### src/rtl/rv32i_fetch_unit.sv
// rv32i_fetch_unit: RV32I fetch stage with PC, imem request/response, redirect and stall; `define FETCH_PERF_CNT_EN adds perf counters
module rv32i_fetch_unit #(
  parameter logic [31:0] RESET_PC = 32'h0000_0000
) (
  input  logic        clk,
  input  logic        rst_n,
  output logic        imem_req_valid,
  input  logic        imem_req_ready,
  output logic [31:0] imem_req_addr,
  input  logic        imem_resp_valid,
  input  logic [31:0] imem_resp_data,
  input  logic        redirect_valid,
  input  logic [31:0] redirect_pc,
  input  logic        stall,
  output logic        instr_valid,
  output logic [31:0] instr,
  output logic [31:0] instr_pc,
`ifdef FETCH_PERF_CNT_EN
  output logic [31:0] perf_fetched,
  output logic [31:0] perf_stall_cycles,
  output logic [31:0] perf_killed,
`endif
  output logic        fetch_fault
);
  typedef enum logic [1:0] {REQ, WAIT, HOLD, FAULT} state_e;
  state_e state_q, state_d;
  logic [31:0] pc_q, pc_d, instr_q, instr_d, instr_pc_q, instr_pc_d;
  logic kill_q, kill_d, iv_q, iv_d, fault_q, fault_d;
  logic hs, mis;
  assign imem_req_valid = state_q == REQ && !kill_q;
  assign imem_req_addr = pc_q;
  assign hs = imem_req_valid && imem_req_ready;
  assign mis = redirect_valid && redirect_pc[1:0] != 2'b00;
  assign instr_valid = iv_q;
  assign instr = instr_q;
  assign instr_pc = instr_pc_q;
  assign fetch_fault = fault_q;
  always_comb begin
    state_d = state_q;
    kill_d = kill_q && !imem_resp_valid;
    instr_d = instr_q;
    instr_pc_d = instr_pc_q;
    iv_d = iv_q;
    fault_d = redirect_valid ? mis : fault_q;
    pc_d = redirect_valid ? redirect_pc : (state_q == HOLD && !stall) ? pc_q + 32'd4 : pc_q;
    case (state_q)
      REQ: begin
        state_d = hs && !redirect_valid ? WAIT : REQ;
        kill_d = kill_d || (hs && redirect_valid);
      end
      WAIT:
        if (redirect_valid) begin
          state_d = REQ;
          kill_d = !imem_resp_valid;
        end else if (imem_resp_valid && !kill_q) begin
          state_d = HOLD;
          instr_d = imem_resp_data;
          instr_pc_d = pc_q;
          iv_d = 1'b1;
        end
      HOLD:
        if (redirect_valid || !stall) begin
          state_d = REQ;
          iv_d = 1'b0;
        end
      FAULT: state_d = redirect_valid && !mis ? REQ : FAULT;
    endcase
    // a misaligned target overrides every state's transition
    if (mis) begin
      state_d = FAULT;
      iv_d = 1'b0;
    end
  end
  always_ff @(posedge clk) begin
    if (!rst_n) begin
      state_q <= REQ;
      pc_q <= RESET_PC;
      kill_q <= 1'b0;
      instr_q <= '0;
      instr_pc_q <= '0;
      iv_q <= 1'b0;
      fault_q <= 1'b0;
    end else begin
      state_q <= state_d;
      pc_q <= pc_d;
      kill_q <= kill_d;
      instr_q <= instr_d;
      instr_pc_q <= instr_pc_d;
      iv_q <= iv_d;
      fault_q <= fault_d;
    end
  end
`ifdef FETCH_PERF_CNT_EN
  logic [31:0] fetched_q, stall_cyc_q, killed_q;
  logic consumed, stalled, dropped;
  assign consumed = state_q == HOLD && !stall;
  assign stalled = state_q == HOLD && stall && !redirect_valid;
  assign dropped = imem_resp_valid && (kill_q || (state_q == WAIT && redirect_valid));
  always_ff @(posedge clk) begin
    if (!rst_n) begin
      fetched_q <= '0;
      stall_cyc_q <= '0;
      killed_q <= '0;
    end else begin
      fetched_q <= fetched_q + {31'b0, consumed};
      stall_cyc_q <= stall_cyc_q + {31'b0, stalled};
      killed_q <= killed_q + {31'b0, dropped};
    end
  end
  assign perf_fetched = fetched_q;
  assign perf_stall_cycles = stall_cyc_q;
  assign perf_killed = killed_q;
`endif
endmodule

### config.mk
export PLATFORM = sky130hd
export DESIGN_NAME = rv32i_fetch_unit
export DESIGN_NICKNAME = d
export VERILOG_FILES = /design/src/rtl/rv32i_fetch_unit.sv
export SDC_FILE = /design/constraint.sdc
export NUM_CORES = 1
export LEC_CHECK = 0
export CAP_MARGIN = 20
export CORE_MARGIN = 5
export CORE_UTILIZATION = 30
export CTS_BUF_LIST = sky130_fd_sc_hd__clkbuf_4
export CTS_CLUSTER_DIAMETER = 200
export DETAILED_ROUTE_END_ITERATION = 16
export GPL_TIMING_DRIVEN = 0
export SLEW_MARGIN = 20
export SYNTH_ARGS = -nofsm -noshare
export SYNTH_HDL_FRONTEND = slang
export SYNTH_SLANG_ARGS = --single-unit
### constraint.sdc
create_clock -name clk -period 2.1 [get_ports clk]
set_input_delay 0.21 -clock clk [delete_from_list [all_inputs] [get_ports clk]]
set_output_delay 0.21 -clock clk [all_outputs]
set_load 0.02 [all_outputs]
==> impl_metrics.json <==
{
  "status": "complete, no violations",
  "gp_congestion": 0.872,
  "antenna_left": 0,
  "synth_top_area_share_pct": 46.2,
  "overflow": 0,
  "startpoint_type": "flop",
  "path_max_fanout": 6,
  "antenna_found_initial": 1,
  "grt_first_pass_wirelength_mm": 24.4,
  "core_area_sq_um": 14400,
  "seq_area_frac_synth_pct": 46.2,
  "p_leak_nw": 2.14,
  "die-area_sq_um": 17100,
  "synth_xor_area_share_pct": 0.801,
  "yosysWarnings": 0,
  "r2r_start": "state_q[1]",
  "cts-buffers-inserted": 9,
  "layout.nets": 809,
  "clock_latency_ns": 0.48,
  "required_ns": 2.50,
  "syn_inst": 560,
  "rows": 44,
  "drt-total-wl_mm": 15.7,
  "rsz0062_at_grt": "true",
  "end_kind": "flop",
  "cp_slowest_stage_delay_ns": 0.51,
  "avgSynthCellArea_sq_um": 7.81,
  "worstPathCellList": "or3b_4, or3_4, or4_1, a311oi_1",
  "r2r-end": "imem_req_addr[23]",
  "maxSlewViolCount": 0,
  "ios": 169,
  "synth-edff-count": 0,
  "finalSetupViolations": 0,
  "layout.cells.non_filler": 928,
  "start_util_pct": 30.3,
  "clk_pin_slew_ns": 0.16,
  "cts_root_buf": "clkbuf_4",
  "die_y_microns": 131,
  "ys_seq_elements": 101,
  "remaining_drc_errors": 0,
  "syn-num-nets": 631,
  "place_hpwl_mm": 11.8,
  "ys.flop_type": "dfxtp_1",
  "hold_violations": 0,
  "hold_end": "imem_req_addr[26]",
  "tns_ns": 0,
  "max_cap_viol_count": 0,
  "grt-busiest-layer": "met2",
  "synth_top_family_by_area": "simple AND/OR/NAND/NOR gates",
  "grt.met3_usage_pct": 6.75,
  "hold_buffers": 0,
  "cts_tree": "done",
  "hold_depth": 4,
  "max_freq_mhz": 479,
  "cts.sinks": 101,
  "netlist_top_cells_area": "dfxtp_1 46%, nand2_1 14%, a21oi_1 9.2%",
  "ys_types": 46,
  "cp.arrival_ns": 2.49,
  "holdWs_ns": 0.181,
  "critPathTopFamily": "simple AND/OR/NAND/NOR gates",
  "drive_gt1_share_pct": 7.81,
  "synthSimpleGateAreaFrac_pct": 27.0,
  "max-clock-path-buffers": 2,
  "htree_num_levels": 3,
  "async_flop_share_pct": 0,
  "dp_cells": 911,
  "crit_slowest_cell": "or4_1",
  "fill_cells": 1470,
  "worstSetupPathType": "reg -> reg",
  "fin_crit_ns": 2.09,
  "use_met1_pct": 22.6,
  "drt_iter0_markers": 256,
  "io_buffers": 167,
  "tightest_slew_ns": 0.713,
  "grtUsageMet2_pct": 29.9,
  "synth-adder-area-share_pct": 0.286,
  "dr.pass1.iters": 5,
  "path_buf_inv": 0,
  "r2r_cells": 4,
  "grt_pass1_vias": 4622,
  "regToRegSetupSlack_ns": 0.01,
  "min_period_over_period_pct": 99.4,
  "synth_area_sq_um": 4370,
  "fp.dieW_microns": 131,
  "min_path_type": "in -> reg",
  "routedWlPerCell_microns": 16.9,
  "synthToLayoutAreaGrowth_pct": 49.9,
  "crit_cells": 4,
  "utilization_pct": 45.5,
  "synthMuxAreaShare_pct": 0.458,
  "fin_skew_ns": 0.0205,
  "vias": 4771,
  "via_per_inst": 5.14,
  "grt_usage_pct": 18.4,
  "synth_top_cell_by_area": "dfxtp_1",
  "hp-start": "rst_n",
  "ir_worst_vdd_mv": 0.259,
  "grt_max_degree": 16,
  "synth_compound_area_share_pct": 20.9,
  "power_density_nw_per_um2": 589,
  "slew_headroom_pct": 52.5
}
[routing by layer]
metal	part of all wire [%]	wire length, microns
met1	41	6440
met4	1.6	256
met2	47	7300
met5	0	0
met3	11	1690
[power breakdown]
group	switching (mW)	internal, mW
Combinational	0.312	0.317
Sequential	0.0980	1.99
Clock	0.658	0.486
[worst min-delay path: cells and delay by family]
family	cells	cell delay, ns
buffers and inverters	1	0.17
and+or+nand+nor	3	0.25
[flip-flops by register name, summed over array words and instances (netlist names)]
signal         count
fetch_fault        1
imem_req_addr     32
state_q            2
instr_valid        1
kill_q             1
instr_pc          32
instr             32
[final cells by class]
cell class / count / area, sq um / share of cell area (%)
sequential: 101 / 2050 / 31.3
clock buffer: 10 / 75.1 / 1.15
inverter: 6 / 22.5 / 0.344
buffer: 36 / 145 / 2.21
antenna: 1 / 2.50 / 0.0382
multi-input combinational: 412 / 2230 / 34.0
clock inverter: 6 / 77.6 / 1.18
timing repair buffer: 172 / 1720 / 26.3
tap: 184 / 230 / 3.51
[layout by cell type (no fill, tap or decap), types with 11 or more instances in the layout]
cell	count
clkdlybuf4s50_1	166
nand2_1	158
dfxtp_1	82
a21oi_1	80
clkbuf_1	30
o21ai_0	21
nor2_1	18
dfxtp_2	16
nand3_1	11
nand4_1	11
clkbuf_4	11
[cells in the mapped netlist (all sizes together), types with 9 or more instances]
cell type,count
o21ai,21
dfxtp,101
or4,16
a31oi,9
nor2,18
o31ai,9
nand3,11
nand2,158
a21oi,80
nand4,11
clkbuf,36
[stage by stage]
stage / setup WS, ns / power [mW] / area [sq um]
global route: -0.0353 / 4.05 / 6560
global placement: -0.378 / 2.73 / 6270
detailed placement: -0.472 / 2.74 / 6270
floorplan: 0.0238 / 2.38 / 4370
CTS: -0.0672 / 3.90 / 6460
finish: 0.0136 / 3.86 / 6560
[worst max-delay path by stage]
stage | from | endpoint | slack, ns
floorplan | imem_req_addr[2] | imem_req_addr[18] | 0.02
global placement | redirect_valid | instr_pc[22] | -0.38
detailed placement | redirect_valid | instr[7] | -0.47
CTS | state_q[0] | imem_req_addr[16] | -0.07
global route | state_q[1] | imem_req_addr[23] | -0.04
finish | state_q[1] | imem_req_addr[23] | 0.01
[what timing repair did]
item	4_1_cts	5_1_grt
setup endpoints to repair	42	19
gates resized for setup	13	37
pin swaps	4	11
setup buffers	1	4
[cell families (layout without fill, tap and decap cells)]
group	count (synthesis)	count (layout)
AND/OR/NAND/NOR	254	254
AO/OA/AOI/OAI	151	151
flip-flops	101	101
buffers and inverters	47	230
XOR/XNOR	4	4
multiplexers	2	2
adder cells (fa/ha/maj)	1	1
other	0	1
Power figures use the tool's default switching activity.
